===== src/rtl/slc3_mem_ctrl_if.sv =====
// Bus bundle between the SLC-3 control FSM, the memory-access stage and the async SRAM.
// master: control FSM plus SRAM data return; slave: slc3_mem_ctrl.
`timescale 1ns/1ps
interface slc3_mem_ctrl_if #(
    parameter int DATA_W = 16
);
    logic              req;
    logic              we;
    logic [DATA_W-1:0] addr_in;
    logic [DATA_W-1:0] wdata_in;
    logic              ready;
    logic              done;
    logic [DATA_W-1:0] rdata_out;
    logic [DATA_W-1:0] mem_addr;
    logic [DATA_W-1:0] mem_din;
    logic [DATA_W-1:0] mem_dout;
    logic              mem_ce_n;
    logic              mem_oe_n;
    logic              mem_we_n;

    modport master (
        output req, we, addr_in, wdata_in, mem_dout,
        input  ready, done, rdata_out, mem_addr, mem_din, mem_ce_n, mem_oe_n, mem_we_n
    );

    modport slave (
        input  req, we, addr_in, wdata_in, mem_dout,
        output ready, done, rdata_out, mem_addr, mem_din, mem_ce_n, mem_oe_n, mem_we_n
    );
endinterface


===== src/rtl/slc3_mem_ctrl.sv =====
// SLC-3 memory-access stage: MAR/MDR plus a fixed-wait-state async SRAM sequencer.
// Define SLC3_MEM_B2B_EN to accept a new request in the DONE cycle (zero-bubble back-to-back).
`timescale 1ns/1ps
module slc3_mem_ctrl #(
    parameter int WAIT_CYCLES = 2,
    parameter int DATA_W      = 16
) (
    input logic           Clk,
    input logic           Reset_n,
    slc3_mem_ctrl_if.slave bus
);
    typedef enum logic [1:0] {
        IDLE   = 2'd0,
        ACCESS = 2'd1,
        DONE   = 2'd2
    } state_t;

    localparam logic [3:0] WC = 4'(WAIT_CYCLES);

    state_t            state_q, state_d;
    logic [3:0]        cnt_q, cnt_d;
    logic              op_q, op_d;
    logic [DATA_W-1:0] mar_q, mar_d;
    logic [DATA_W-1:0] mdr_q, mdr_d;
    logic              ready_q, ready_d;
    logic              done_q, done_d;
    logic              ce_n_q, ce_n_d;
    logic              oe_n_q, oe_n_d;
    logic              we_n_q, we_n_d;
    logic              accept;

    always_ff @(posedge Clk or negedge Reset_n) begin
        if (!Reset_n) begin
            state_q <= IDLE;
            cnt_q   <= '0;
            op_q    <= 1'b0;
            mar_q   <= '0;
            mdr_q   <= '0;
            ready_q <= 1'b1;
            done_q  <= 1'b0;
            ce_n_q  <= 1'b1;
            oe_n_q  <= 1'b1;
            we_n_q  <= 1'b1;
        end else begin
            state_q <= state_d;
            cnt_q   <= cnt_d;
            op_q    <= op_d;
            mar_q   <= mar_d;
            mdr_q   <= mdr_d;
            ready_q <= ready_d;
            done_q  <= done_d;
            ce_n_q  <= ce_n_d;
            oe_n_q  <= oe_n_d;
            we_n_q  <= we_n_d;
        end
    end

    always_comb begin
        state_d = state_q;
        cnt_d   = cnt_q;
        op_d    = op_q;
        mar_d   = mar_q;
        mdr_d   = mdr_q;
        accept  = 1'b0;

        case (state_q)
            IDLE: begin
                accept = bus.req;
            end
            ACCESS: begin
                cnt_d = 4'(cnt_q + 4'd1);
                if (cnt_q == WC) begin
                    state_d = DONE;
                    if (!op_q) begin
                        mdr_d = bus.mem_dout;
                    end
                end
            end
            DONE: begin
                state_d = IDLE;
`ifdef SLC3_MEM_B2B_EN
                accept = bus.req;
`endif
            end
            default: begin
                state_d = IDLE;
            end
        endcase

        if (accept) begin
            state_d = ACCESS;
            cnt_d   = '0;
            op_d    = bus.we;
            mar_d   = bus.addr_in;
            if (bus.we) begin
                mdr_d = bus.wdata_in;
            end
        end

        // Outputs are registered from the next state so strobes never glitch.
`ifdef SLC3_MEM_B2B_EN
        ready_d = (state_d == IDLE) || (state_d == DONE);
`else
        ready_d = (state_d == IDLE);
`endif
        done_d = (state_d == DONE);
        ce_n_d = (state_d != ACCESS);
        oe_n_d = !((state_d == ACCESS) && !op_d);
        // Store drops WE on the last ACCESS cycle so address/data hold past the write edge.
        we_n_d = !((state_d == ACCESS) && op_d && (cnt_d != WC));
    end

    assign bus.ready     = ready_q;
    assign bus.done      = done_q;
    assign bus.rdata_out = mdr_q;
    assign bus.mem_addr  = mar_q;
    assign bus.mem_din   = mdr_q;
    assign bus.mem_ce_n  = ce_n_q;
    assign bus.mem_oe_n  = oe_n_q;
    assign bus.mem_we_n  = we_n_q;
endmodule


===== src/flat_wrapper.sv =====
// flat-port wrapper written by rule: the top's interface ports become plain ports
module slc3_mem_ctrl_flat 
#(
    parameter int WAIT_CYCLES = 2,
    parameter int DATA_W      = 16
)
  (Clk, Reset_n, bus_req, bus_we, bus_addr_in, bus_wdata_in, bus_mem_dout, bus_ready, bus_done, bus_rdata_out, bus_mem_addr, bus_mem_din, bus_mem_ce_n, bus_mem_oe_n, bus_mem_we_n);
  slc3_mem_ctrl_if #(.DATA_W(DATA_W)) bus_i ();
  input logic Clk;
  input logic Reset_n;
  input wire logic [$bits(bus_i.req)-1:0] bus_req;
  input wire logic [$bits(bus_i.we)-1:0] bus_we;
  input wire logic [$bits(bus_i.addr_in)-1:0] bus_addr_in;
  input wire logic [$bits(bus_i.wdata_in)-1:0] bus_wdata_in;
  input wire logic [$bits(bus_i.mem_dout)-1:0] bus_mem_dout;
  output wire logic [$bits(bus_i.ready)-1:0] bus_ready;
  output wire logic [$bits(bus_i.done)-1:0] bus_done;
  output wire logic [$bits(bus_i.rdata_out)-1:0] bus_rdata_out;
  output wire logic [$bits(bus_i.mem_addr)-1:0] bus_mem_addr;
  output wire logic [$bits(bus_i.mem_din)-1:0] bus_mem_din;
  output wire logic [$bits(bus_i.mem_ce_n)-1:0] bus_mem_ce_n;
  output wire logic [$bits(bus_i.mem_oe_n)-1:0] bus_mem_oe_n;
  output wire logic [$bits(bus_i.mem_we_n)-1:0] bus_mem_we_n;
  assign bus_i.req = bus_req;
  assign bus_i.we = bus_we;
  assign bus_i.addr_in = bus_addr_in;
  assign bus_i.wdata_in = bus_wdata_in;
  assign bus_i.mem_dout = bus_mem_dout;
  assign bus_ready = bus_i.ready;
  assign bus_done = bus_i.done;
  assign bus_rdata_out = bus_i.rdata_out;
  assign bus_mem_addr = bus_i.mem_addr;
  assign bus_mem_din = bus_i.mem_din;
  assign bus_mem_ce_n = bus_i.mem_ce_n;
  assign bus_mem_oe_n = bus_i.mem_oe_n;
  assign bus_mem_we_n = bus_i.mem_we_n;
  slc3_mem_ctrl #(.WAIT_CYCLES(WAIT_CYCLES), .DATA_W(DATA_W)) u_core (.Clk(Clk), .Reset_n(Reset_n), .bus(bus_i));
endmodule

===== config.mk =====
export PLATFORM = sky130hd
export DESIGN_NAME = slc3_mem_ctrl_flat
export DESIGN_NICKNAME = d
export VERILOG_FILES = /design/src/rtl/slc3_mem_ctrl_if.sv /design/src/rtl/slc3_mem_ctrl.sv /design/src/flat_wrapper.sv
export SDC_FILE = /design/constraint.sdc
export NUM_CORES = 1
export LEC_CHECK = 0
export BUFFER_PORTS_ARGS = -buffer_cell sky130_fd_sc_hd__buf_4
export CAP_MARGIN = 20
export CORE_ASPECT_RATIO = 0.5
export CORE_MARGIN = 5
export CORE_UTILIZATION = 48
export DETAILED_ROUTE_END_ITERATION = 8
export PLACE_DENSITY_LB_ADDON = 0.15
export SYNTH_ARGS = -nofsm -noshare
export SYNTH_HDL_FRONTEND = slang
export SYNTH_SLANG_ARGS = --single-unit

===== constraint.sdc =====
create_clock -name Clk -period 4.7 [get_ports Clk]
set_clock_uncertainty 0.15 [all_clocks]
set_input_delay 0.705 -clock Clk [delete_from_list [all_inputs] [get_ports Clk]]
set_output_delay 0.705 -clock Clk [all_outputs]
set_load 0.05 [all_outputs]

==> results of run 1 <==
[final timing paths]
| check | depth (start not counted) | startpoint | slack, ns | to |
|---|---|---|---|---|
| setup / recovery | 5 | u_core.state_q[0] | 2.42 | u_core.bus.mem_din[9] |
| hold / removal | 1 | Reset_n | 0.23 | u_core.bus.mem_addr[3] |
| setup reg to reg | 5 | u_core.state_q[0] | 2.42 | u_core.bus.mem_din[9] |
| hold reg to reg | 1 | u_core.bus.mem_addr[12] | 0.36 | u_core.bus.mem_addr[12] |
| max in group asynchronous | 1 | Reset_n | 3.78 | u_core.bus.mem_din[5] |
| min in group Clk | 1 | u_core.bus.mem_addr[12] | 0.36 | u_core.bus.mem_addr[12] |
[registers in the layout, summed over array words and instances, names as in the netlist]
register,cells
u_core.bus.mem_addr,16
u_core.bus.mem_oe_n,1
u_core.bus.mem_we_n,1
u_core.bus.done,1
u_core.cnt_q,4
u_core.state_q,2
u_core.bus.mem_ce_n,1
u_core.bus.ready,1
u_core.bus.mem_din,16
u_core.op_q,1
[logic make-up after synthesis]
logic type      count (synthesis)
flops                          44
compound gates                 23
buf+inv                        28
simple gates                   66
xor+xnor                        1
fa+ha+maj                       2
mux                            18
[area by class of cell]
| class | instances | area, um^2 |
|---|---|---|
| Clock inverter | 1 | 30.0 |
| Inverter | 3 | 11.3 |
| Timing Repair Buffer | 105 | 788 |
| Fill cell | 295 | 1180 |
| Multi-Input combinational cell | 110 | 701 |
| Clock buffer | 7 | 76.3 |
| Sequential cell | 44 | 1110 |
| Tap cell | 54 | 67.6 |
[metal layers]
| metal | vias to the layer above | routed length (um) |
|---|---|---|
| met5 | - | 0 |
| li1 | 774 | - |
| met2 | 56 | 2420 |
| met3 | 5 | 414 |
| met4 | 0 | 29 |
| met1 | 756 | 1790 |
[placed cells by master (no fill, tap or decap), types with 2 or more instances in the layout]
cell / n
o21ai_0: 2
nand3_1: 3
clkbuf_1: 2
a31oi_1: 16
ha_1: 2
nand2_1: 37
dfrtp_1: 40
o311ai_1: 2
dfstp_2: 4
mux2_2: 17
nor2_1: 19
buf_4: 105
inv_1: 3
clkbuf_8: 5
[through the flow]
| step | setup slack, ns | area, um^2 | std cells | hold WS (ns) |
|---|---|---|---|---|
| after floorplan | 2.85 | 2000 | 182 | 0.259 |
| after global placement | 2.27 | 2670 | 316 | 0.342 |
| after detailed placement | 2.16 | 2670 | 316 | 0.348 |
| after CTS | 2.41 | 2780 | 324 | 0.259 |
| after global routing | 2.20 | 2780 | 324 | 0.279 |
| final | 2.42 | 2780 | 324 | 0.234 |
==> flow_metrics.tcl, run 1 <==
set metrics [dict create \
    status "completed" \
    cts_buffers 5 \
    slew_headroom 0.377 \
    start_kind "register" \
    netlist_area_mm2 0.00200 \
    final_antenna_net_count 0 \
    synth_cells 182 \
    synth_compound_area_frac 0.0784 \
    start_util 0.503 \
    maxCapViolCount 0 \
    drt-pass1-iter-count 4 \
    critical-path-top-delay-family "simple AND/OR/NAND/NOR gates" \
    dieWidth_um 101 \
    grt_busiest_layer "met2" \
    drt_iter0_drc 52 \
    cts_hold_buf 0 \
    final.period_utilization 0.485 \
    synth_top_family_by_area "simple AND/OR/NAND/NOR gates" \
    period_needed_ns 2.28 \
    ys.flop_type "dfrtp_1" \
    critPathKind "reg2reg" \
    core_region_area_mm2 0.00396 \
    vias 1591 \
    syn_area_per_cell_um2 11.0 \
    cts_max_level 2 \
    synth_top_area_cell "dfrtp_1" \
    fin_tns_setup_ns 0 \
    clock_sinks 44 \
    synthArstFlopShare 1.00 \
    max_stage_delay_ns 0.58 \
    fin_util 0.701 \
    post-dp-hpwl_mm 3.46 \
    grt_usage 0.170 \
    synth_enable_flop_cells 0 \
    use_met2 0.301 \
    drive_gt1_frac 0.504 \
    netlist.area_leader.share 0.502 \
    yosysSeqAreaShare 0.554 \
    yosys-top-cells-area "dfrtp_1 (50%), mux2_2 (9.6%), nand2_1 (7.0%), buf_4 (6.4%), dfstp_2 (5.3%)" \
    post_cts_buffers 0 \
    route.detailed.drc 0 \
    syn-num-nets 236 \
    slowest_stage "nand2_1" \
    met1_usage 0.202 \
    synthTopCellsByCount "dfrtp_1 (40), nand2_1 (37), nor2_1 (19)" \
    place.gp.congestion 0.718 \
    die-area_mm2 0.00563 \
    antenna_found_initial 0 \
    crit_required_ns 4.66 \
    synth_warnings 0 \
    grt_use_met3 0.0538 \
    rsz0062_at_grt "false" \
    fmax_mhz 439 \
    cts_resized 0 \
    area_growth_pct 39.3 \
    grt_overflow 0 \
    viasPerCell 4.91 \
    fin_nets 323 \
    num_rows 16 \
    critical_path.cell_chain "nor3b_2 -> buf_4 -> nand2_1 -> nor2_1 -> a31oi_1" \
    yosys.area_share.simple 0.152 \
    hold_violations 0 \
    synthAdderAreaFrac 0.0125 \
    synth_most_common_cell "dfrtp_1" \
    grt_first_pass_wirelength_mm 7.60 \
    synth_xor_area_frac 0.00439 \
    drv_slew 0 \
    portBuffers 104 \
    setup_viol 0 \
    hold_class "in2async" \
    end_kind "register" \
    synthDistinctLibCells 29 \
    worstMarginPinSlew_ns 0.933 \
    critical_path_buf_inv_count 1 \
    grt_max_degree 45 \
    diodes 0 \
    wire_per_inst_um 14.4 \
    cts-root-buf "clkbuf_8" \
    tritoncts "done" \
    critPathMaxFanout 32 \
    synthMuxAreaShare 0.101 \
    path_clk_slew_ns 0.08 \
    io_pins 105 \
    clk_latency_ns 0.29 \
    cts_buffer_depth 2 \
    critPathArrivalTime_ns 2.24 \
    grt_pass1_vias 1625 \
    synth_seq_cells 44 \
    die-height_um 55.6 \
    wirelength_mm 4.65 \
]
Power of run 1 is left out: the tool's default activity adds up to more than one toggle a clock period on the data nets, which glitch-free logic cannot reach.
==> inputs of run 2 (changes only) <==
- ABC_AREA: not set -> 1
- CORE_UTILIZATION: 48 -> 42
- clock period: 4.7 -> 1.96 ns (I/O delays scaled with it)
==> run 2 against run 1 <==
  * Register-to-register slack got worse by 2.1 ns
  * Cell count rose by 37%
  * Sequential share of layout area fell by 3.3 points
  * Largest cell class unchanged
==> flow_metrics.tcl, run 2 <==
set metrics [dict create \
    synth_most_common_cell "nand2_1" \
    maxCapViolCount 0 \
    status "completed" \
    synth_seq_cells 44 \
    multiInputGateArea_um2 733 \
    critPathMaxFanout 16 \
    diodes 0 \
    netlist_area_mm2 0.00219 \
    route.detailed.drc 0 \
    wirelength_mm 5.19 \
    hold_violations 0 \
    post_cts_buffers 0 \
    final_cell_mix "nand2_1 (120), buf_4 (108), inv_1 (44)" \
    drt_iter0_drc 34 \
    drv_slew 0 \
    core_region_area_mm2 0.00498 \
    wire_per_inst_um 11.7 \
    slowest_stage "dfrtp_1" \
    antenna_found_initial 0 \
    hold_class "in2reg" \
    critical_path.cell_chain "inv_1 -> ha_1 -> nand3_2 -> nor3_4 -> buf_4 -> nand2_1 -> nand3_1 -> nand2_1" \
    synth_warnings 0 \
    worstMarginPinSlew_ns 0.547 \
    path_clk_slew_ns 0.08 \
    grt_overflow 0 \
    fin_nets 426 \
    cts-root-buf "clkbuf_8" \
    final.period_utilization 0.829 \
    num_rows 18 \
    start_kind "register" \
    cts_buffers 5 \
    final_antenna_net_count 0 \
    grt_max_degree 45 \
    cts_buffer_depth 2 \
    synth_top_area_cell "dfrtp_1" \
    rsz0062_at_grt "false" \
    vias 1924 \
    critPathKind "reg2reg" \
    setup_viol 0 \
    clk_latency_ns 0.29 \
    synthTopCellsByCount "nand2_1 (120), inv_1 (44), dfrtp_1 (40)" \
    crit_required_ns 1.99 \
    start_util 0.439 \
    final_common_cell "nand2_1" \
    dieWidth_um 112 \
    drt-pass1-iter-count 4 \
    yosys-top-cells-area "dfrtp_1 (46%), nand2_1 (21%), inv_1 (7.6%), buf_4 (6.2%), dfstp_2 (4.8%)" \
    grt_usage 0.158 \
    synth_cells 279 \
    synthDistinctLibCells 23 \
    seqCellArea_mm2 0.00111 \
    drive_gt1_frac 0.354 \
    die-height_um 61.0 \
    syn_area_per_cell_um2 7.84 \
    path_common_cell "nand2_1" \
    end_kind "register" \
    tritoncts "done" \
    cts_hold_buf 1 \
    slew_headroom 0.635 \
    clock_sinks 44 \
    grt_pass1_vias 1996 \
    ys.flop_type "dfrtp_1" \
    max_stage_delay_ns 0.40 \
    area_growth_pct 38.6 \
    netlist.area_leader.share 0.458 \
    synth_enable_flop_cells 0 \
    portBuffers 104 \
    io_pins 105 \
    cts_max_level 2 \
    syn-num-nets 333 \
    die-area_mm2 0.00684 \
    yosysSeqAreaShare 0.506 \
    cts_resized 0 \
    place.gp.congestion 0.839 \
    fin_tns_setup_ns 0 \
    viasPerCell 4.34 \
    synthArstFlopShare 1.00 \
    grt_first_pass_wirelength_mm 8.67 \
    critPathArrivalTime_ns 1.66 \
    period_needed_ns 1.63 \
    fmax_mhz 615 \
    n_fill_cell 470 \
    post-dp-hpwl_mm 3.88 \
]
==> run 2: changes by cell type after synthesis, sizes merged, moves of 2 or more <==
cell,delta
a31oi,-16
clkbuf,-2
inv,+43
mux2,-17
nand2,+89
nand3,+19
nor2,-9
o311ai,-2
==> run 2: worst paths after layout <==
path | from | depth (start not counted) | end | slack, ns
min | bus_addr_in[12] | 3 | u_core.bus.mem_addr[12] | 0.05
max in group asynchronous | Reset_n | 2 | u_core.bus.mem_ce_n | 0.88
min reg2reg | u_core.bus.mem_addr[15] | 2 | u_core.bus.mem_addr[15] | 0.33
max reg2reg | u_core.cnt_q[0] | 8 | u_core.bus.mem_din[3] | 0.33
max | u_core.cnt_q[0] | 8 | u_core.bus.mem_din[3] | 0.33
min in group asynchronous | Reset_n | 2 | u_core.bus.mem_addr[1] | 0.39
==> run 2: per-stage QoR <==
step | cells | utilization | setup slack, ns | cell area [um^2] | hold slack [ns]
floorplan | 279 | - | 0.415 | 2190 | -0.152
global placement | 434 | 0.585 | 0.366 | 2910 | 0.168
detailed placement | 434 | 0.585 | 0.327 | 2910 | 0.171
CTS | 443 | 0.609 | 0.322 | 3030 | 0.0402
global route | 443 | 0.609 | 0.144 | 3030 | 0.0307
finish | 443 | 0.609 | 0.334 | 3030 | 0.0479
==> run 2: final cells by class <==
| class | count | area share |
|---|---|---|
| Clock inverter | 2 | 0.0116 |
| Timing Repair Buffer | 109 | 0.271 |
| Inverter | 46 | 0.0578 |
| Clock buffer | 6 | 0.0239 |
| Sequential cell | 44 | 0.365 |
| Multi-Input combinational cell | 166 | 0.242 |
| Tap cell | 70 | 0.0289 |
==> run 2: per-layer routing <==
metal / GRT usage / part of all wire
met5: 0 / 0
met4: 0.0342 / 0.0052
met3: 0.0540 / 0.082
met2: 0.282 / 0.49
met1: 0.193 / 0.43
==> run 2: kinds of logic after synthesis <==
kind of cell,Yosys count,synth area share
compound gates,3,0.00858
fa+ha+maj,2,0.0114
buf+inv,69,0.159
flops,44,0.506
simple gates,161,0.315
==> run 2: critical path: cells and delay by family (launching register included) <==
kind | cells | cell delay [ns]
flops | 1 | 0.40
simple gates | 5 | 0.49
buf+inv | 2 | 0.32
fa+ha+maj | 1 | 0.16
Power of run 2 is left out for the same reason.
